<file path="config.mk">
export PLATFORM = sky130hd
export DESIGN_NAME = mp_add_seq_flat
export DESIGN_NICKNAME = d
export VERILOG_FILES = /design/src/rtl/mp_add_seq_if.sv /design/src/rtl/mp_add_seq.sv /design/src/flat_wrapper.sv
export SDC_FILE = /design/constraint.sdc
export NUM_CORES = 1
export LEC_CHECK = 0
export CORE_UTILIZATION = 44
export CTS_BUF_LIST = sky130_fd_sc_hd__clkbuf_4 sky130_fd_sc_hd__clkbuf_8
export DETAILED_ROUTE_END_ITERATION = 7
export GPL_TIMING_DRIVEN = 0
export PLACE_DENSITY = 0.78
export SLEW_MARGIN = 25
export SYNTH_ARGS = -nofsm -noshare
export SYNTH_HDL_FRONTEND = slang
export SYNTH_SLANG_ARGS = --single-unit
</file>
<file path="constraint.sdc">
create_clock -name clk -period 2.3 [get_ports clk]
set_clock_uncertainty 0.1 [all_clocks]
set_input_delay 0.46 -clock clk [delete_from_list [all_inputs] [get_ports clk]]
set_output_delay 0.46 -clock clk [all_outputs]
set_load 0.005 [all_outputs]
</file>
<file path="src/rtl/mp_add_seq_if.sv">
// mp_add_seq_if: request/response handshake bundle for the multi-word sequential adder
interface mp_add_seq_if #(parameter int NWORDS = 4);
  logic in_valid;
  logic in_ready;
  logic [16*NWORDS-1:0] op_a;
  logic [16*NWORDS-1:0] op_b;
  logic op_cin;
  logic out_valid;
  logic out_ready;
  logic [16*NWORDS-1:0] sum;
  logic cout;
  modport master (output in_valid, op_a, op_b, op_cin, out_ready, input in_ready, out_valid, sum, cout);
  modport slave (input in_valid, op_a, op_b, op_cin, out_ready, output in_ready, out_valid, sum, cout);
endinterface

</file>
<file path="src/rtl/mp_add_seq.sv">
// mp_add_seq: multi-word adder that streams one 16-bit word per cycle through an external adder
module mp_add_seq #(parameter int NWORDS = 4) (
  input  logic clk,
  input  logic rst_n,
  mp_add_seq_if.slave bus,
  output logic [15:0] add_a,
  output logic [15:0] add_b,
  output logic add_cin,
  input  logic [15:0] add_s,
  input  logic add_cout
);
  localparam int IW = $clog2(NWORDS);
  typedef enum logic [1:0] {IDLE, RUN, DONE} state_t;
  state_t state, state_nx;
  logic [IW-1:0] idx;
  logic [16*NWORDS-1:0] a_r, b_r, sum_r;
  logic carry, cout_r;
  logic last;
  assign last = idx == IW'(NWORDS - 1);
  always_comb begin
    state_nx = state;
    if (state == IDLE && bus.in_valid) state_nx = RUN;
    else if (state == RUN && last) state_nx = DONE;
    else if (state == DONE && bus.out_ready) state_nx = IDLE;
  end
  // The external adder sees live data only while a word is being processed.
  always_comb begin
    bus.in_ready = state == IDLE;
    bus.out_valid = state == DONE;
    add_a = state == RUN ? a_r[16*idx +: 16] : 16'h0;
    add_b = state == RUN ? b_r[16*idx +: 16] : 16'h0;
    add_cin = state == RUN ? carry : 1'b0;
  end
  always_ff @(posedge clk or negedge rst_n) begin
    if (!rst_n) begin
      state <= IDLE;
      idx <= '0;
      carry <= 1'b0;
      a_r <= '0;
      b_r <= '0;
      sum_r <= '0;
      cout_r <= 1'b0;
    end else begin
      state <= state_nx;
      if (state == IDLE && bus.in_valid) begin
        a_r <= bus.op_a;
        b_r <= bus.op_b;
        carry <= bus.op_cin;
        idx <= '0;
      end
      if (state == RUN) begin
        sum_r[16*idx +: 16] <= add_s;
        carry <= add_cout;
        if (last) cout_r <= add_cout;
        else idx <= idx + 1'b1;
      end
    end
  end
  assign bus.sum = sum_r;
  assign bus.cout = cout_r;
endmodule

</file>
<file path="src/flat_wrapper.sv">
// flat-port wrapper written by rule: the top's interface ports become plain ports
module mp_add_seq_flat 
#(parameter int NWORDS = 4)
  (clk, rst_n, add_a, add_b, add_cin, add_s, add_cout, bus_in_valid, bus_op_a, bus_op_b, bus_op_cin, bus_out_ready, bus_in_ready, bus_out_valid, bus_sum, bus_cout);
  mp_add_seq_if #(.NWORDS(NWORDS)) bus_i ();
  input  logic clk;
  input  logic rst_n;
  output logic [15:0] add_a;
  output logic [15:0] add_b;
  output logic add_cin;
  input  logic [15:0] add_s;
  input  logic add_cout;
  input wire logic [$bits(bus_i.in_valid)-1:0] bus_in_valid;
  input wire logic [$bits(bus_i.op_a)-1:0] bus_op_a;
  input wire logic [$bits(bus_i.op_b)-1:0] bus_op_b;
  input wire logic [$bits(bus_i.op_cin)-1:0] bus_op_cin;
  input wire logic [$bits(bus_i.out_ready)-1:0] bus_out_ready;
  output wire logic [$bits(bus_i.in_ready)-1:0] bus_in_ready;
  output wire logic [$bits(bus_i.out_valid)-1:0] bus_out_valid;
  output wire logic [$bits(bus_i.sum)-1:0] bus_sum;
  output wire logic [$bits(bus_i.cout)-1:0] bus_cout;
  assign bus_i.in_valid = bus_in_valid;
  assign bus_i.op_a = bus_op_a;
  assign bus_i.op_b = bus_op_b;
  assign bus_i.op_cin = bus_op_cin;
  assign bus_i.out_ready = bus_out_ready;
  assign bus_in_ready = bus_i.in_ready;
  assign bus_out_valid = bus_i.out_valid;
  assign bus_sum = bus_i.sum;
  assign bus_cout = bus_i.cout;
  mp_add_seq #(.NWORDS(NWORDS)) u_core (.clk(clk), .rst_n(rst_n), .bus(bus_i), .add_a(add_a), .add_b(add_b), .add_cin(add_cin), .add_s(add_s), .add_cout(add_cout));
endmodule
</file>
==> results by stage, run 1 <==
Synth:
- The fraction of synthesis flops using an asynchronous set or reset pin is 1.000.
- For this run, the leading register cell type out of synthesis is dfrtp_1.
- The register area share after synthesis is 0.5754.
- The number of warning messages in the yosys log is 0.
- Counting flops with a built-in enable in the synthesized netlist gives 0.
- Yosys mapped the design onto 30 distinct sky130hd cell types.
- The synthesized design contains 198 register bits.
- A synthesized cell averages 14.47 um^2.
- Synthesis produced a netlist with a net count of 750.
- The synthesized netlist cell count is 595.
- In this run the cell area of the synthesized design comes to 8611 um^2.

Pwr:
- The power density over the cells is 1250 nW/um^2.
- After layout, the design draws a total of 15.43 mW.
- Of the total power, registers draw 0.386.
- Across the VDD grid, the largest voltage drop is 0.5057 mV.
- The share of total power dissipated in combinational logic is 0.468.
- The share of power burned in the clock network is 0.146.
- The net switching share of the total power is 0.3079.
- The total net switching power is 4.750 mW.
- In this run the static leakage power is 5.309 nW.
- Cell internal power was estimated by the tool at 10.68 mW.

Worst setup path:
- The kind of end point of the critical path is an output pin.
- The worst path buffer plus inverter count is 5.
- The launch point of the worst reg-to-reg path is u_core.idx[0]$_DFF_PN0_.
- The critical path in this run is classified as reg2out.
- The required time at the worst-slack endpoint is 1.74 ns.
- For the worst setup path, the data arrival time is 2.05 ns.
- The slowest stage of the critical path is the dfrtp_1 cell.
- The worst register-to-register path ends at u_core.bus.sum[48]$_DFFE_PN0P_.
- On the worst path, the slowest cell contributes a delay of 0.42 ns.
- STA classifies the critical path startpoint as a flop.
- The most numerous cell on the critical path is buf_12.
- Counting cells, the worst reg-to-reg path comes to 10.
- Traced cell by cell, the critical path runs through buf_12 > buf_12 > buf_16 > buf_6 > mux4_2 > and2_1 > buf_2.
- The dominant delay contributor by cell family on the critical path is buffers and inverters.
- Along the worst path, the maximum fanout reaches 7.
- For flop-to-flop paths, the worst setup slack is -0.01 ns.

Die:
- The total core area is 18960 um^2.
- In this run the vertical extent of the chip is 141.9 um.
- The area of the die is 20130 um^2.
- The x dimension of the die is 141.9 um.
- The floorplan has 50 rows.
- The number of top-level pins is 250.
- The effective utilization at floorplan is 0.4543.

Clock network:
- The TritonCTS buffer count is 17.
- Clock tree synthesis found a total of 198 sinks.
- The buffer type at the clock tree root is clkbuf_8.
- The clock network latency to the later pin of the worst-skew pair is 0.45 ns.
- The clock tree from TritonCTS is yes.
- The H-tree depth reported by CTS is 4.
- The maximum count of clock buffers along a single path is 2.
- Clock-pin slew was measured on the worst setup and hold paths at 0.10 ns.

Job:
- Max-cap violations in this run came to 0.

Routing:
- The final routed wire length divided by cell count is 19.35 um.
- The starting DRC count in detailed routing is 251.
- The pre-antenna-repair detailed-routing pass consisted of 4 iterations.
- The post-detailed-route count of antenna-violating nets is 0.
- The detailed-route vias per instance is 5.184.
- The total via count in the routed design is 6034.
- The final layout contains routed wiring with a total length of 22.53 mm.
- The remaining routing DRC violations is 0.

Layout:
- At the end of the flow the core is filled with cells to 0.6512.
- The library cell used most frequently in the layout, excluding fill and tap cells, is clkdlybuf4s50_1.
- The post-layout net count is 1046.
- The number of diodes is 0.
- After filler insertion, the fill cell instance count of the layout stands at 1424.
- The growth of design area from synthesis to finish is 43.35%.
- Of the cells placed in the final design, the portion with a size suffix greater than 1 is 0.2566.
- In the layout the commonest cells are clkdlybuf4s50_1 (214), dfrtp_1 (198), mux2_1 (99).

Place:
- Routability-driven placement finished with a final weighted congestion of 0.8160.
- During placement, the flow inserted port buffers numbering 249.
- The estimated wirelength of the detail-placed design is 15.86 mm.

GRT:
- The first-pass GRT wire length is 35.35 mm.
- The sum of overflow across all layers after global routing is 0.
- The largest net degree at the start of global routing is 92.
- The number of antenna violations at the first check in global routing was 0.
- The total global-route track usage is 0.2341.
- The via count of the first global-routing pass was 6315.

STA:
- The share of the cycle needed by the critical path after routing is 1.137.
- The slew at the pin closest to its max-slew limit is 0.5194 ns.
- The max-slew violation count was 0.
- The final hold violation count was 0.
- Setup repair after global routing could not meet its margin everywhere.
- Setup violations remaining at the end of the flow were counted as 35.
- The worst setup slack after layout is -0.3144 ns.
- The timing-limited maximum frequency is 382.5 MHz.
- For the finished layout, the period the worst path requires is 2.614 ns.
- The tightest slew margin relative to the limit is 0.6537.

Run status:
- The flow ran to the end, but the final reports show violations.
- The checks that failed: negative setup slack.

Hold path:
- The type of the worst min-delay path is in2async.
==> timing repair <==
| item | in CTS | in global routing |
|---|---|---|
| pin swaps | 31 | 4 |
| resized for setup | 224 | 44 |
| endpoints found under the setup margin | 98 | 85 |
| hold endpoints to repair | 18 | 0 |
| buffers inserted | 19 | 10 |
| gates cloned | 3 | 2 |
| hold buffers | 1 | 0 |
==> registers in the layout, indices dropped and copies added, names as in the netlist <==
register / flops
u_core.idx: 2
u_core.bus.sum: 64
u_core.carry: 1
u_core.b_r: 64
u_core.a_r: 64
u_core.bus.cout: 1
u_core.state: 2
==> layout make-up <==
| type | instances | area [um^2] | share of cell area |
|---|---|---|---|
| plain buffers | 37 | 330.3 | 0.02676 |
| clock buffers | 21 | 276.5 | 0.02240 |
| clock inverters | 11 | 113.9 | 0.009225 |
| inverters | 3 | 15.01 | 0.001216 |
| multi-input cells | 352 | 3458 | 0.2802 |
| flip-flops and latches | 198 | 4955 | 0.4014 |
| well taps | 260 | 325.3 | 0.02636 |
| repair buffers | 282 | 2869 | 0.2324 |
==> logic make-up after synthesis <==
family,after synthesis,synth area share
simple gates,114,0.07062
mux,162,0.2537
compound gates,71,0.05638
flops,198,0.5754
buf+inv,45,0.03662
fa+ha+maj,5,0.007265
==> metal layers <==
metal	vias up	GRT usage	routed length [um]
li1	2717	-	-
met4	0	0.06112	307
met3	22	0.07222	1599
met1	3072	0.3032	9549
met5	-	0	0
met2	223	0.3827	11070
==> power by group through the flow <==
stage / registers, mW / logic, mW / clock network, mW
CTS: 5.95 / 7.23 / 2.30
finish: 5.96 / 7.22 / 2.25
floorplan: 5.81 / 3.58 / 0
global placement: 5.98 / 6.12 / 0
detailed placement: 6.02 / 6.29 / 0
global route: 6.15 / 7.79 / 2.45
==> per-stage QoR <==
step	hold WS (ns)	cells	worst slack [ns]	instance area [um^2]	setup TNS, ns
2_1_floorplan	0.06441	595	0.1582	8611	0
3_3_place_gp	0.3614	1104	-7.782	11430	-1565.16
3_5_place_dp	0.2081	1106	-0.5116	11490	-35.26
4_1_cts	0.2858	1159	-0.3778	12310	-9.269
5_1_grt	0.2887	1164	-0.4052	12340	-12.20
6_report	0.3078	1164	-0.3144	12340	-7.656
==> worst max path at each step <==
| stage | slack, ns | cells past startpoint | from | to |
|---|---|---|---|---|
| after floorplan | 0.16 | 8 | u_core.idx[1]$_DFF_PN0_ | u_core.bus.sum[59]$_DFFE_PN0P_ |
| after global placement | -7.78 | 1 | rst_n | u_core.b_r[38]$_DFFE_PN0P_ |
| after detailed placement | -0.51 | 5 | u_core.idx[1]$_DFF_PN0_ | add_b[13] |
| after CTS | -0.38 | 7 | u_core.idx[0]$_DFF_PN0_ | add_a[10] |
| after global routing | -0.41 | 7 | u_core.idx[0]$_DFF_PN0_ | add_a[10] |
| final | -0.31 | 7 | u_core.idx[0]$_DFF_PN0_ | add_a[10] |
==> cells in the mapped netlist (all sizes together) (5+ instances only) <==
library cell	n	share of area
buf	28	0.029
mux4	32	0.084
o21ai	35	0.020
clkbuf	14	0.0062
a22o	33	0.034
mux2	130	0.17
and2	33	0.024
nand2	65	0.028
ha	5	0.0073
dfrtp	198	0.58
No activity file was read; power rests on OpenSTA's default activity.
==> run 2, diff against run 1 <==
Settings changed: CAP_MARGIN set to 20.
==> results of run 2 <==
Final layout, timing and power as in run 1 (identical DEF).
